[src/rtl/interrupt_controller_pkg.sv]
// Shared INTCON bit positions, handshake FSM encodings, source numbering and the core-source helper.
// Used by the interrupt controller top and its source encoder.
package interrupt_controller_pkg;

  localparam int GIE_BIT  = 7;
  localparam int PEIE_BIT = 6;
  localparam int T0IE_BIT = 5;
  localparam int INTE_BIT = 4;
  localparam int RBIE_BIT = 3;
  localparam int T0IF_BIT = 2;
  localparam int INTF_BIT = 1;
  localparam int RBIF_BIT = 0;

  localparam logic [1:0] ST_IDLE     = 2'd0;
  localparam logic [1:0] ST_TAKE     = 2'd1;
  localparam logic [1:0] ST_WAIT_ACK = 2'd2;
  localparam logic [1:0] ST_IN_ISR   = 2'd3;

  localparam logic [12:0] IRQ_VECTOR = 13'h004;

  // Enabled core sources packed in source-index order: [0]=INTF, [1]=T0IF, [2]=RBIF.
  function automatic logic [2:0] core_sources(input logic [7:0] intcon);
    return {intcon[RBIE_BIT] & intcon[RBIF_BIT],
            intcon[T0IE_BIT] & intcon[T0IF_BIT],
            intcon[INTE_BIT] & intcon[INTF_BIT]};
  endfunction

endpackage

[src/rtl/interrupt_controller_if.sv]
// SFR-side and core-side signals of the interrupt controller; master = SFR file / core, slave = controller.
// All signals share the controller's clock; no flow control beyond the single-cycle strobes.
interface interrupt_controller_if #(
  parameter int NUM_PIR = 2
);
  logic                   intcon_wr_en;
  logic [7:0]             intcon_d;
  logic [7:0]             intcon_q;
  logic                   t0if_strobe;
  logic                   intf_strobe;
  logic                   rbif_strobe;
  logic [8*NUM_PIR-1:0]   pir_q;
  logic [8*NUM_PIR-1:0]   pie_q;
  logic                   instr_boundary;
  logic                   vector_ack;
  logic                   retfie;
  logic                   irq_take;
  logic                   in_isr;
  logic                   wake;
  logic [4:0]             irq_source;

  modport master (
    output intcon_wr_en, intcon_d, t0if_strobe, intf_strobe, rbif_strobe,
    output pir_q, pie_q, instr_boundary, vector_ack, retfie,
    input  intcon_q, irq_take, in_isr, wake, irq_source
  );

  modport slave (
    input  intcon_wr_en, intcon_d, t0if_strobe, intf_strobe, rbif_strobe,
    input  pir_q, pie_q, instr_boundary, vector_ack, retfie,
    output intcon_q, irq_take, in_isr, wake, irq_source
  );
endinterface

[src/rtl/intc_priority_encoder.sv]
// Lowest-index-wins encoder over the enabled pending interrupt sources.
// Purely combinational; vld low when no request is set (idx then 0).
module intc_priority_encoder #(
  parameter int N = 19
) (
  input  logic [N-1:0] req,
  output logic [4:0]   idx,
  output logic         vld
);

  always_comb begin
    idx = '0;
    vld = 1'b0;
    // Scan downwards so the lowest set index is the last one written.
    for (int i = N - 1; i >= 0; i--) begin
      if (req[i]) begin
        idx = 5'(i);
        vld = 1'b1;
      end
    end
  end

endmodule

[src/rtl/interrupt_controller.sv]
// INTCON owner and interrupt-acceptance handshake into the core; irq_take follows the acceptance edge by one cycle.
// Optional INTC_SOURCE_ID_EN latches the accepted source index on irq_source; otherwise irq_source is 0.
module interrupt_controller
  import interrupt_controller_pkg::*;
#(
  parameter int         NUM_PIR      = 2,
  parameter logic [7:0] INTCON_RESET = 8'h00
) (
  input logic                   clk,
  input logic                   rst,
  interrupt_controller_if.slave bus
);

  logic [7:0] intcon_q, intcon_d;
  logic [1:0] state_q, state_d;
  logic       irq_take_q, irq_take_d;
  logic       in_isr_q, in_isr_d;

  logic periph_pend;
  logic core_pend;
  logic pending;
  logic accept;

  always_comb begin
    periph_pend = |(bus.pir_q & bus.pie_q);
    core_pend   = |core_sources(intcon_q);
    pending     = core_pend | (intcon_q[PEIE_BIT] & periph_pend);
    accept      = (state_q == ST_IDLE) & intcon_q[GIE_BIT] & pending & bus.instr_boundary;
  end

  // Priority low to high: CPU write, hardware flag set, RETFIE, acceptance.
  always_comb begin
    intcon_d = bus.intcon_wr_en ? bus.intcon_d : intcon_q;
    if (bus.t0if_strobe) intcon_d[T0IF_BIT] = 1'b1;
    if (bus.intf_strobe) intcon_d[INTF_BIT] = 1'b1;
    if (bus.rbif_strobe) intcon_d[RBIF_BIT] = 1'b1;
    if (bus.retfie)      intcon_d[GIE_BIT]  = 1'b1;
    if (accept)          intcon_d[GIE_BIT]  = 1'b0;
  end

  always_comb begin
    state_d = state_q;
    case (state_q)
      ST_IDLE:     if (accept)         state_d = ST_TAKE;
      ST_TAKE:                         state_d = ST_WAIT_ACK;
      ST_WAIT_ACK: if (bus.vector_ack) state_d = ST_IN_ISR;
      ST_IN_ISR:   if (bus.retfie)     state_d = ST_IDLE;
      default:                         state_d = ST_IDLE;
    endcase
    irq_take_d = (state_d == ST_TAKE);
    in_isr_d   = (state_d != ST_IDLE);
  end

  always_ff @(posedge clk) begin
    if (rst) begin
      intcon_q   <= INTCON_RESET;
      state_q    <= ST_IDLE;
      irq_take_q <= 1'b0;
      in_isr_q   <= 1'b0;
    end else begin
      intcon_q   <= intcon_d;
      state_q    <= state_d;
      irq_take_q <= irq_take_d;
      in_isr_q   <= in_isr_d;
    end
  end

  assign bus.intcon_q = intcon_q;
  assign bus.irq_take = irq_take_q;
  assign bus.in_isr   = in_isr_q;
  assign bus.wake     = pending;

`ifdef INTC_SOURCE_ID_EN
  localparam int NSRC = 8 * NUM_PIR + 3;

  logic [NSRC-1:0] src_req;
  logic [4:0]      src_idx;
  logic            src_vld;
  logic [4:0]      irq_source_q, irq_source_d;

  // Peripheral bits only count as enabled when PEIE is set, matching the acceptance rule.
  always_comb begin
    src_req      = {bus.pir_q & bus.pie_q & {(8 * NUM_PIR){intcon_q[PEIE_BIT]}},
                    core_sources(intcon_q)};
    irq_source_d = (accept && src_vld) ? src_idx : irq_source_q;
  end

  intc_priority_encoder #(.N(NSRC)) u_prio (
    .req (src_req),
    .idx (src_idx),
    .vld (src_vld)
  );

  always_ff @(posedge clk) begin
    if (rst) irq_source_q <= 5'd0;
    else     irq_source_q <= irq_source_d;
  end

  assign bus.irq_source = irq_source_q;
`else
  assign bus.irq_source = 5'd0;
`endif

endmodule

[src/flat_wrapper.sv]
// flat-port wrapper written by rule: the top's interface ports become plain ports
module interrupt_controller_flat import interrupt_controller_pkg::*;
#(
  parameter int         NUM_PIR      = 2,
  parameter logic [7:0] INTCON_RESET = 8'h00
)
  (clk, rst, bus_intcon_wr_en, bus_intcon_d, bus_t0if_strobe, bus_intf_strobe, bus_rbif_strobe, bus_pir_q, bus_pie_q, bus_instr_boundary, bus_vector_ack, bus_retfie, bus_intcon_q, bus_irq_take, bus_in_isr, bus_wake, bus_irq_source);
  interrupt_controller_if #(.NUM_PIR(NUM_PIR)) bus_i ();
  input logic clk;
  input logic rst;
  input wire logic [$bits(bus_i.intcon_wr_en)-1:0] bus_intcon_wr_en;
  input wire logic [$bits(bus_i.intcon_d)-1:0] bus_intcon_d;
  input wire logic [$bits(bus_i.t0if_strobe)-1:0] bus_t0if_strobe;
  input wire logic [$bits(bus_i.intf_strobe)-1:0] bus_intf_strobe;
  input wire logic [$bits(bus_i.rbif_strobe)-1:0] bus_rbif_strobe;
  input wire logic [$bits(bus_i.pir_q)-1:0] bus_pir_q;
  input wire logic [$bits(bus_i.pie_q)-1:0] bus_pie_q;
  input wire logic [$bits(bus_i.instr_boundary)-1:0] bus_instr_boundary;
  input wire logic [$bits(bus_i.vector_ack)-1:0] bus_vector_ack;
  input wire logic [$bits(bus_i.retfie)-1:0] bus_retfie;
  output wire logic [$bits(bus_i.intcon_q)-1:0] bus_intcon_q;
  output wire logic [$bits(bus_i.irq_take)-1:0] bus_irq_take;
  output wire logic [$bits(bus_i.in_isr)-1:0] bus_in_isr;
  output wire logic [$bits(bus_i.wake)-1:0] bus_wake;
  output wire logic [$bits(bus_i.irq_source)-1:0] bus_irq_source;
  assign bus_i.intcon_wr_en = bus_intcon_wr_en;
  assign bus_i.intcon_d = bus_intcon_d;
  assign bus_i.t0if_strobe = bus_t0if_strobe;
  assign bus_i.intf_strobe = bus_intf_strobe;
  assign bus_i.rbif_strobe = bus_rbif_strobe;
  assign bus_i.pir_q = bus_pir_q;
  assign bus_i.pie_q = bus_pie_q;
  assign bus_i.instr_boundary = bus_instr_boundary;
  assign bus_i.vector_ack = bus_vector_ack;
  assign bus_i.retfie = bus_retfie;
  assign bus_intcon_q = bus_i.intcon_q;
  assign bus_irq_take = bus_i.irq_take;
  assign bus_in_isr = bus_i.in_isr;
  assign bus_wake = bus_i.wake;
  assign bus_irq_source = bus_i.irq_source;
  interrupt_controller #(.NUM_PIR(NUM_PIR), .INTCON_RESET(INTCON_RESET)) u_core (.clk(clk), .rst(rst), .bus(bus_i));
endmodule
[config.mk]
export PLATFORM = sky130hd
export DESIGN_NAME = interrupt_controller_flat
export DESIGN_NICKNAME = d
export VERILOG_FILES = /design/src/rtl/interrupt_controller_pkg.sv /design/src/rtl/interrupt_controller_if.sv /design/src/rtl/intc_priority_encoder.sv /design/src/rtl/interrupt_controller.sv /design/src/flat_wrapper.sv
export SDC_FILE = /design/constraint.sdc
export NUM_CORES = 1
export LEC_CHECK = 0
export ABC_AREA = 1
export CELL_PAD_IN_SITES_DETAIL_PLACEMENT = 1
export CELL_PAD_IN_SITES_GLOBAL_PLACEMENT = 1
export CORE_MARGIN = 4
export CORE_UTILIZATION = 15
export DETAILED_ROUTE_END_ITERATION = 10
export GPL_TIMING_DRIVEN = 0
export PLACE_DENSITY = 0.79
export RECOVER_POWER = 100
export SYNTH_ARGS = -nofsm -noshare
export SYNTH_HDL_FRONTEND = slang
export SYNTH_HIERARCHICAL = 1
export SYNTH_SLANG_ARGS = --single-unit
[constraint.sdc]
create_clock -name clk -period 1.3 [get_ports clk]
set_clock_uncertainty 0.2 [all_clocks]
set_input_delay 0.195 -clock clk [delete_from_list [all_inputs] [get_ports clk]]
set_output_delay 0.195 -clock clk [all_outputs]
set_load 0.005 [all_outputs]
==> impl_metrics.yaml <==
detailed_routing:
  num_vias: 807
  vias_per_cell: 3.88
  drc: 0
  first_iter_violations: 17
  firstDrtPassIters: 4
  drtAntennaViolNets: 0
  post_drt_wl_per_cell_um: 10.9
  drt_wl_total_um: 2280
yosys:
  synth_cells: 93
  synth.ff_latch_count: 12
  ys_warn_count: 6
  syn_area_um2: 613
  avgSynthCellArea_um2: 6.59
  yosysUniqueCellTypes: 18
  yosysSeqAreaShare_pct: 39.2
worst_setup_path:
  cp_cell_sequence: "a22o_1 -> a21oi_2 -> nand2_2 -> buf_6"
  crit_fanout: 2
  slowest_delay_ns: 0.31
  arrival_ns: 1.11
  cp.depth: 4
  timing.critical_path.buf_inv: 1
  start_kind: "register"
  critPathTopFamily: "compound AO/OA/AOI/OAI gates"
  cp_data_required_time_ns: 0.90
  criticalPathCategory: "reg -> out"
  end_kind: "output pin"
  critPathSlowestCell: "dfxtp_2"
  reg2regPathDepth: 8
layout:
  nets: 211
  area_delta_synth_final_pct: 110
  diodes: 0
  drive_gt1_share_pct: 13.8
  stdcell_area_um2: 1280
  fillers: 485
timing:
  worst_slack_ns: -0.206
  fin_tns_setup_ns: -0.544
  fmax_ghz: 0.664
  finalCriticalPeriod_ns: 1.51
  hold_violations: 0
  period_share_pct: 116
  hold_slack_ns: 0.158
  rsz0062_at_grt: "true"
  finalSetupViolCount: 5
  finalMaxSlewViolations: 0
power:
  p_leak_nw: 0.686
  vdd_drop_max_uv: 341
  p_total_w: 0.000999
  p_per_area_nw_per_um2: 777
floorplanning:
  boundaryPins: 65
  fp.dieH_um: 71.9
  die-width_um: 71.9
  die_area_um2: 5170
  num_rows: 22
  initial_core_util_pct: 16.1
  core_area_um2: 3800
global_route:
  grt_overflow: 0
  gr-usage-all-layers_pct: 8.77
  grt_max_degree: 10
  grt_pass1_wl_um: 3590
  grt_pass1_vias: 814
  antenna_found_initial: 0
clock_tree:
  clock_sinks: 12
  htree_num_levels: 1
  tritoncts: "done"
  cts_buffers: 3
  worstSkewPairLatency_ns: 0.23
  clk_pin_slew_ns: 0.05
  cts_buffer_depth: 2
  cts-root-buf: "clkbuf_8"
min_path:
  hold_depth: 3
  min_path_type: "in -> reg"
outcome:
  failed_checks: "negative setup slack"
  status: "finished, violations left"
place:
  post-dp-hpwl_um: 1950
  port_buffers: 58
  dp_slack_ns: -0.684
  routabilityCongestion: 0.718
  dpl_cell_area_um2: 1270
job:
  drv_cap: 0
synthesized netlist by cell type (all sizes together):
cell type | instances | share of area, %
nor3 | 1 | 0.82
a21oi | 8 | 7.1
conb | 1 | 0.61
nor2 | 13 | 8.0
buf | 6 | 6.9
dfxtp | 12 | 39
nand2 | 39 | 25
inv | 4 | 2.4
and3 | 1 | 1.0
mux2 | 1 | 1.8
a22o | 1 | 1.4
o211ai | 1 | 1.2
o21ai | 5 | 4.7
cells by family (layout without fill, tap and decap cells):
| kind of cell | count (synthesis) | after routing | share of synthesized area, % |
|---|---|---|---|
| buffers and inverters | 10 | 73 | 9.39 |
| muxes | 1 | 1 | 1.84 |
| DFF | 12 | 12 | 39.2 |
| other | 1 | 5 | 0.612 |
| AOI/OAI and AO/OA | 15 | 15 | 14.5 |
| and+or+nand+nor | 54 | 54 | 34.5 |
report_power, final:
| part | switching (W) | internal, W | total, W |
|---|---|---|---|
| clock network | 0.000121 | 0.000203 | 0.000324 |
| registers | 0.0000167 | 0.000395 | 0.000411 |
| logic | 0.0000974 | 0.000166 | 0.000263 |
worst min-delay path: cells and delay by family:
family	cells	cell delay [ns]
buf+inv	1	0.18
simple gates	1	0.08
compound gates	1	0.10
final cells by class:
| cell class | instances | area [um2] | share of cell area (%) |
|---|---|---|---|
| inverters | 4 | 15.0 | 1.17 |
| repair buffers | 60 | 546 | 42.5 |
| multi-input cells | 75 | 335 | 26.1 |
| clock buffers | 3 | 41.3 | 3.21 |
| flip-flops and latches | 12 | 245 | 19.1 |
| plain buffers | 6 | 42.5 | 3.31 |
| well taps | 48 | 60.1 | 4.67 |
cells in the final DEF, fill, tap and decap left out, types with 3 or more instances in the layout:
| master | n |
|---|---|
| dlygate4sd2_1 | 41 |
| nand2_1 | 37 |
| nor2_1 | 13 |
| clkdlybuf4s50_1 | 11 |
| dfxtp_1 | 8 |
| buf_4 | 7 |
| a21oi_1 | 7 |
| conb_1 | 5 |
| dlygate4sd3_1 | 4 |
| o21ai_0 | 4 |
| dfxtp_2 | 4 |
| clkbuf_8 | 3 |
| inv_1 | 3 |
layer usage:
layer  GRT usage (%)  up-vias  share of wire [%]
met5               0        -                  0
met2            13.7       43                 43
li1                -      417                  -
met4            3.76        0                1.0
met1            11.1      345                 44
met3            2.77        2                 12
worst paths after layout:
check	startpoint	end	slack (ns)
hold reg to reg	u_core/bus.intcon_q[1]$_SDFFE_PP0P_	u_core/bus.intcon_q[1]$_SDFFE_PP0P_	0.28
setup / recovery	u_core/bus.intcon_q[4]$_SDFFE_PP0P_	bus_wake	-0.21
hold / removal	bus_intcon_wr_en	u_core/bus.intcon_q[4]$_SDFFE_PP0P_	0.16
setup reg to reg	u_core/bus.intcon_q[4]$_SDFFE_PP0P_	u_core/bus.in_isr$_SDFF_PP0_	-0.15
timing repair:
item                       CTS  global route
buffers inserted             2             0
hold buffers                 0             0
pin swaps                   32             1
gates resized for setup     53             2
setup endpoints to repair   15             6
stage by stage:
| step | utilization (%) | cells |
|---|---|---|
| 4_1_cts | 33.8 | 208 |
| 6_report | 33.8 | 208 |
| 5_1_grt | 33.8 | 208 |
| 3_3_place_gp | 33.4 | 203 |
| 3_5_place_dp | 33.4 | 203 |
| 2_1_floorplan | - | 97 |
flip-flops by register name, indices dropped and copies added (netlist names):
name and count:
u_core/bus.in_isr 1, u_core/bus.intcon_q 8, u_core/bus.irq_take 1, u_core/state_q 2
No activity file was read; power rests on OpenSTA's default activity.
